$ cat src/rtl/bcd_hms_timer_pkg.sv
// Shared types, digit limits and helpers for the hh:mm:ss BCD timer.
// Values are packed {h1,h0,m1,m0,s1,s0}, one BCD digit per nibble.
package timer_pkg;

  typedef logic [3:0] bcd_t;

  typedef struct packed {
    bcd_t h1;
    bcd_t h0;
    bcd_t m1;
    bcd_t m0;
    bcd_t s1;
    bcd_t s0;
  } hms_t;

  localparam bcd_t DIGIT_MAX = 4'd9;
  localparam bcd_t TENS_MAX  = 4'd5;

  // Value a step must land on to count as terminal: HOUR_LIMIT:59:59 up, 00:00:00 down.
  function automatic hms_t hms_terminal(input logic down, input int unsigned hour_limit);
    hms_t t;
    if (down) begin
      t = hms_t'(24'd0);
    end else begin
      t.h1 = 4'(hour_limit / 32'd10);
      t.h0 = 4'(hour_limit % 32'd10);
      t.m1 = TENS_MAX;
      t.m0 = DIGIT_MAX;
      t.s1 = TENS_MAX;
      t.s0 = DIGIT_MAX;
    end
    return t;
  endfunction

  function automatic logic bcd_hms_valid(input hms_t value, input int unsigned hour_limit);
    logic        digits_ok;
    int unsigned hours;
    digits_ok = (value.s0 <= DIGIT_MAX) && (value.s1 <= TENS_MAX) &&
                (value.m0 <= DIGIT_MAX) && (value.m1 <= TENS_MAX) &&
                (value.h0 <= DIGIT_MAX) && (value.h1 <= DIGIT_MAX);
    hours = (32'(value.h1) * 32'd10) + 32'(value.h0);
    return digits_ok && (hours <= hour_limit);
  endfunction

endpackage

$ cat src/rtl/bcd_hms_timer_step.sv
// Combinational one-second increment/decrement of a packed BCD hh:mm:ss value.
// Carry/borrow ripples seconds -> minutes -> hours; hours wrap at 0 / HOUR_LIMIT.
module bcd_hms_step
  import timer_pkg::*;
#(
  parameter int unsigned HOUR_LIMIT = 99
) (
  input  logic [23:0] value,
  input  logic        dir,
  output logic [23:0] next,
  output logic        at_terminal
);

  localparam bcd_t LIM_H1 = 4'(HOUR_LIMIT / 32'd10);
  localparam bcd_t LIM_H0 = 4'(HOUR_LIMIT % 32'd10);

  // Returns {carry_out, digit}; a digit only moves when carry_in is set.
  function automatic logic [4:0] digit_step(input bcd_t d, input bcd_t dmax,
                                            input logic down, input logic cin);
    logic [4:0] r;
    if (!cin) begin
      r = {1'b0, d};
    end else if (!down) begin
      if (d >= dmax) begin
        r = {1'b1, 4'd0};
      end else begin
        r = {1'b0, d + 4'd1};
      end
    end else begin
      if (d == 4'd0) begin
        r = {1'b1, dmax};
      end else begin
        r = {1'b0, d - 4'd1};
      end
    end
    return r;
  endfunction

  hms_t       cur_s;
  hms_t       nxt_s;
  logic [4:0] s0_s;
  logic [4:0] s1_s;
  logic [4:0] m0_s;
  logic [4:0] m1_s;
  logic [4:0] h0_s;
  logic       hour_wrap_s;

  // Digit chain plus the hour rollover at 00 / HOUR_LIMIT.
  always_comb begin
    cur_s = hms_t'(value);
    nxt_s = cur_s;
    s0_s  = digit_step(cur_s.s0, DIGIT_MAX, dir, 1'b1);
    s1_s  = digit_step(cur_s.s1, TENS_MAX,  dir, s0_s[4]);
    m0_s  = digit_step(cur_s.m0, DIGIT_MAX, dir, s1_s[4]);
    m1_s  = digit_step(cur_s.m1, TENS_MAX,  dir, m0_s[4]);
    h0_s  = digit_step(cur_s.h0, DIGIT_MAX, dir, m1_s[4]);
    if (dir == 1'b0) begin
      hour_wrap_s = (cur_s.h1 == LIM_H1) && (cur_s.h0 == LIM_H0);
    end else begin
      hour_wrap_s = (cur_s.h1 == 4'd0) && (cur_s.h0 == 4'd0);
    end
    nxt_s.s0 = s0_s[3:0];
    nxt_s.s1 = s1_s[3:0];
    nxt_s.m0 = m0_s[3:0];
    nxt_s.m1 = m1_s[3:0];
    nxt_s.h0 = h0_s[3:0];
    if (h0_s[4]) begin
      if (dir == 1'b0) begin
        nxt_s.h1 = cur_s.h1 + 4'd1;
      end else begin
        nxt_s.h1 = cur_s.h1 - 4'd1;
      end
    end else begin
      nxt_s.h1 = cur_s.h1;
    end
    if (m1_s[4] && hour_wrap_s) begin
      if (dir == 1'b0) begin
        nxt_s.h1 = 4'd0;
        nxt_s.h0 = 4'd0;
      end else begin
        nxt_s.h1 = LIM_H1;
        nxt_s.h0 = LIM_H0;
      end
    end else begin
      nxt_s.h1 = nxt_s.h1;
    end
  end

  assign next        = nxt_s;
  assign at_terminal = (nxt_s == hms_terminal(dir, HOUR_LIMIT));

endmodule

$ cat src/rtl/bcd_hms_timer.sv
// hh:mm:ss BCD stopwatch/countdown with pushbutton run/pause, preset load,
// configurable hour limit and wrap-or-stop at terminal count.
module bcd_hms_timer
  import timer_pkg::*;
#(
  parameter int unsigned CLK_HZ      = 50000000,
  parameter int unsigned HOUR_LIMIT  = 99,
  parameter bit          WRAP        = 1'b1,
  parameter int unsigned SYNC_STAGES = 2
) (
  input  logic        clk,
  input  logic        rst,
  input  logic        start,
  input  logic        clr,
  input  logic        load,
  input  logic        dir,
  input  logic [23:0] preset,
  output logic [23:0] out,
  output logic        running,
  output logic        sec_tick,
  output logic        done
);

  localparam int unsigned   PW         = $clog2(CLK_HZ);
  localparam logic [PW-1:0] PRESC_LAST = PW'(CLK_HZ - 1);

  logic [SYNC_STAGES-1:0] sync_r;
  logic                   start_d_r;
  logic                   dir_q_r;
  logic [PW-1:0]          presc_r;
  logic [23:0]            out_r;
  logic                   running_r;
  logic                   sec_tick_r;
  logic                   done_r;

  logic                   fall_s;
  logic                   toggle_s;
  logic                   step_s;
  logic                   at_end_s;
  logic                   preset_ok_s;
  logic [23:0]            step_next_s;
  logic                   step_term_s;
  logic [PW-1:0]          presc_nxt_s;
  logic [23:0]            out_nxt_s;
  logic                   running_nxt_s;
  logic                   run_toggled_s;
  logic                   sec_tick_nxt_s;
  logic                   done_nxt_s;

  bcd_hms_step #(
    .HOUR_LIMIT (HOUR_LIMIT)
  ) u_step (
    .value       (out_r),
    .dir         (dir_q_r),
    .next        (step_next_s),
    .at_terminal (step_term_s)
  );

  // Pushbutton synchroniser (idle high) and falling-edge detect flop.
  always_ff @(posedge clk or negedge rst) begin
    if (!rst) begin
      sync_r    <= {SYNC_STAGES{1'b1}};
      start_d_r <= 1'b1;
    end else begin
      sync_r    <= {sync_r[SYNC_STAGES-2:0], start};
      start_d_r <= sync_r[SYNC_STAGES-1];
    end
  end

  assign fall_s      = start_d_r & ~sync_r[SYNC_STAGES-1];
  assign at_end_s    = (out_r == hms_terminal(dir_q_r, HOUR_LIMIT));
  // In stop mode a parked terminal value needs clr or load before it can run again.
  assign toggle_s    = fall_s & ~((WRAP == 1'b0) & at_end_s);
  assign step_s      = running_r & (presc_r == PRESC_LAST);
  assign preset_ok_s = bcd_hms_valid(hms_t'(preset), HOUR_LIMIT);

  // Direction is frozen while counting and tracks the pin while stopped.
  always_ff @(posedge clk or negedge rst) begin
    if (!rst) begin
      dir_q_r <= 1'b0;
    end else if (!running_r) begin
      dir_q_r <= dir;
    end
  end

  // Next-state selection in priority order: clr, load, start toggle / step.
  always_comb begin
    out_nxt_s      = out_r;
    presc_nxt_s    = presc_r;
    running_nxt_s  = running_r;
    sec_tick_nxt_s = 1'b0;
    done_nxt_s     = 1'b0;
    run_toggled_s  = running_r ^ toggle_s;
    if (clr) begin
      out_nxt_s     = 24'd0;
      presc_nxt_s   = {PW{1'b0}};
      running_nxt_s = 1'b0;
    end else if (load) begin
      if (preset_ok_s) begin
        out_nxt_s   = preset;
        presc_nxt_s = {PW{1'b0}};
      end else begin
        out_nxt_s   = out_r;
      end
    end else begin
      if (step_s) begin
        out_nxt_s      = step_next_s;
        presc_nxt_s    = {PW{1'b0}};
        sec_tick_nxt_s = 1'b1;
        done_nxt_s     = step_term_s;
        if (step_term_s && (WRAP == 1'b0)) begin
          running_nxt_s = 1'b0;
        end else begin
          running_nxt_s = run_toggled_s;
        end
      end else if (running_r) begin
        presc_nxt_s   = presc_r + PW'(1);
        running_nxt_s = run_toggled_s;
      end else begin
        presc_nxt_s   = presc_r;
        running_nxt_s = run_toggled_s;
      end
    end
  end

  // Counter state and registered outputs.
  always_ff @(posedge clk or negedge rst) begin
    if (!rst) begin
      presc_r    <= {PW{1'b0}};
      out_r      <= 24'd0;
      running_r  <= 1'b0;
      sec_tick_r <= 1'b0;
      done_r     <= 1'b0;
    end else begin
      presc_r    <= presc_nxt_s;
      out_r      <= out_nxt_s;
      running_r  <= running_nxt_s;
      sec_tick_r <= sec_tick_nxt_s;
      done_r     <= done_nxt_s;
    end
  end

  assign out      = out_r;
  assign running  = running_r;
  assign sec_tick = sec_tick_r;
  assign done     = done_r;

endmodule

$ cat config.mk
export PLATFORM = sky130hd
export DESIGN_NAME = bcd_hms_timer
export DESIGN_NICKNAME = d
export VERILOG_FILES = /design/src/rtl/bcd_hms_timer_pkg.sv /design/src/rtl/bcd_hms_timer_step.sv /design/src/rtl/bcd_hms_timer.sv
export SDC_FILE = /design/constraint.sdc
export NUM_CORES = 1
export LEC_CHECK = 0
export CAP_MARGIN = 5
export CORE_ASPECT_RATIO = 1.75
export CORE_MARGIN = 4
export CORE_UTILIZATION = 53
export CTS_BUF_LIST = sky130_fd_sc_hd__clkbuf_8
export DETAILED_ROUTE_END_ITERATION = 12
export PLACE_DENSITY_LB_ADDON = 0.25
export SYNTH_ARGS = -nofsm -noshare
export SYNTH_HDL_FRONTEND = slang
export SYNTH_SLANG_ARGS = --single-unit
$ cat constraint.sdc
create_clock -name clk -period 2.9 [get_ports clk]
set_input_delay 0.87 -clock clk [delete_from_list [all_inputs] [get_ports clk]]
set_output_delay 0.87 -clock clk [all_outputs]
set_load 0.01 [all_outputs]
==> results_dict.tcl <==
set metrics [dict create \
    status "complete, but fails checks" \
    violations "negative setup slack" \
    ff2ff_setup_slack_ps -20 \
    path_max_fanout 8 \
    synth_top_area_cell "dfrtp_1" \
    synthDistinctLibCells 77 \
    p_switching_mw 1.313 \
    power.leakage_nw 2.980 \
    r2r_cells 13 \
    yosysTopAreaCellShare_pct 28.02 \
    pin_count 57 \
    finClkSkew_ps 10.02 \
    fin_util_pct 79.47 \
    hp-class "reg -> reg" \
    crit_slowest_cell "fa_2" \
    synth_flop_cell "dfrtp_1" \
    final_nets 802 \
    cp-start-kind "input pin" \
    synth_area_leaders "dfrtp_1 (28%), ha_1 (6.5%), nor2_1 (5.2%)" \
    core_mm2 0.008783 \
    route.antenna.remaining_nets 0 \
    max-slew-margin-rel_pct 55.59 \
    fillers 602 \
    power.share.clock_pct 26.6 \
    numCtsBuffers 9 \
    comb_power_share_pct 47.9 \
    grt_pass1_vias 5292 \
    seq_power_share_pct 25.6 \
    synth_seq_cells 57 \
    hold_end "sync_r[1]" \
    yosys-top-cells-count "nor2_1 (67), nand2_1 (62), dfrtp_1 (54), a21oi_1 (41), o21ai_0 (38)" \
    start_util_pct 54.90 \
    die_h_um 134.2 \
    maxCapViolCount 0 \
    yosysMostFrequentCell "nor2_1" \
    drive_gt1_share_pct 27.90 \
    swShare_pct 35.72 \
    yosys_warnings 0 \
    ys_async_sr_fraction_pct 100.0 \
    rsz0062_at_grt "true" \
    place_congestion 0.9804 \
    clk_pin_slew_ps 60 \
    fp-row-count 45 \
    syn_nets 658 \
    worstHoldStart "sync_r[0]" \
    p_int_mw 2.364 \
    dp.cells 836 \
    worst_pin_slew_ps 666.1 \
    required_ps 3160 \
    routed_wl_um 16440 \
    synth-edff-count 0 \
    crit_path_end_kind "flip-flop" \
    die-area_mm2 0.01075 \
    period_needed_ps 3357 \
    synth.avg_cell_area_um2 8.037 \
    wl_per_cell_um 18.98 \
    cp.arrival_ps 3620 \
    seq_area_frac_synth_pct 29.66 \
    root_buffer "clkbuf_8" \
    vias_per_cell 6.043 \
    final-instance-count-excl-fill 866 \
    crit_buf_inv 2 \
    area_growth_pct 44.76 \
    synthCells 600 \
    drc_errors 0 \
    crit_chain "buf_8 > ha_4 > ha_4 > fa_2 > mux2_4 > a31oi_4 > a2111oi_4 > o32a_1 > buf_6 > or3_1 > a21oi_1" \
    num_vias 5233 \
    port_buffers 56 \
    htree_num_levels 3 \
    finalSetupTns_ps -16530 \
    cpLargestDelayFamily "adder cells" \
    holdPathStages 0 \
    r2r_end "done" \
    synthesis.area_mm2 0.004822 \
    clkLatencyLatePin_ps 350 \
    overflow 0 \
    post-place-ws_ps -1280 \
    tritoncts "built" \
    setup_slack_ps -457.2 \
    grt_max_degree 45 \
    slew_viol_final 0 \
    whs_ps 358.4 \
    fmax_mhz 297.9 \
    setup_viol 51 \
    grt_pass1_wl_um 25640 \
    critPathMaxStageDelay_ps 570 \
    crit_top_cell "ha_4" \
    clock_sinks 57 \
    drt_iter0_drc 391 \
    fin_crit_sh_pct 115.8 \
    powerDensity_mw_per_mm2 526.8 \
    antenna_found_initial 0 \
    worst-setup-path-type "in -> reg" \
    die_x_um 80.11 \
    dp_hpwl_um 11860 \
    hold_viol 0 \
    n_antenna_cell 0 \
    gr-usage-all-layers_pct 30.71 \
    firstDrtPassIters 5 \
    worstReg2RegStart "out[0]" \
    cts_buffer_depth 2 \
    irDropWorstVdd_mv 0.4580 \
]
## cell usage in the layout, fill, tap and decap left out, drive strengths merged, types with 13 or more instances in the layout
cell type and n:
a21oi 43, buf 116, clkdlybuf4s50 49, dfrtp 54, ha 25, inv 33, nand2 62, nand3 26
nor2 67, nor3 14, nor4 13, o21ai 39, o31ai 18, xnor2 18, xor2 14
## cell type report
cell class                 count  area (um2)  area share (%)
multi-input combinational    476        3525           50.49
timing repair buffer         167        1489           21.33
sequential                    57        1434           20.54
clock buffer                  12       165.2           2.366
tap                          117       146.4           2.097
inverter                      33       123.9           1.775
clock inverter                 4       97.59           1.398
## routing by layer
layer | global-route usage (%) | wire (um) | vias up
met5 | 0 | 0 | -
met3 | 4.503 | 737 | 87
met2 | 54.94 | 8739 | 215
li1 | - | - | 2460
met4 | 19.27 | 1111 | 0
met1 | 32.77 | 5851 | 2471
## worst max-delay path by stage
stage	from	to	cells past startpoint
after floorplan	preset[21]	presc_r[18]	11
after global placement	preset[21]	presc_r[14]	12
after detailed placement	preset[21]	presc_r[21]	12
after CTS	preset[23]	presc_r[12]	11
after global routing	preset[23]	presc_r[7]	11
final	preset[23]	presc_r[7]	11
## flip-flops by register name, summed over array words and instances (netlist names)
signal     count
dir_q_r        1
done           1
out           24
presc_r       26
running        1
sec_tick       1
start_d_r      1
sync_r         2
## power groups by stage
| stage | logic, mW | registers, mW | clock network [mW] |
|---|---|---|---|
| after floorplan | 0.883 | 0.973 | 0 |
| after global placement | 1.53 | 0.946 | 0 |
| after detailed placement | 1.58 | 0.948 | 0 |
| after CTS | 1.66 | 0.933 | 0.986 |
| after global routing | 1.90 | 0.946 | 1.02 |
| final | 1.76 | 0.940 | 0.977 |
## repair_timing
item                                    in CTS  in global routing
hold buffers                                 0                  0
pin swaps                                   22                 18
endpoints found under the setup margin      51                 51
resized for setup                           50                 28
setup buffers                                8                  6
## cell families (layout without fill, tap and decap cells)
group | after synthesis | after routing | synth area share (%)
AO/OA/AOI/OAI | 162 | 162 | 22.89
XOR/XNOR | 32 | 32 | 5.812
adder cells (fa/ha/maj) | 28 | 28 | 7.732
buffers and inverters | 67 | 216 | 6.046
flip-flops | 57 | 57 | 29.66
multiplexers | 11 | 11 | 2.647
AND/OR/NAND/NOR | 243 | 243 | 25.22
## stage by stage
stage | area, um2 | total power [mW]
after floorplan | 5049 | 1.857
after global placement | 6352 | 2.478
after detailed placement | 6352 | 2.529
after CTS | 6795 | 3.581
after global routing | 6980 | 3.865
final | 6980 | 3.677
Power figures use the tool's default switching activity.
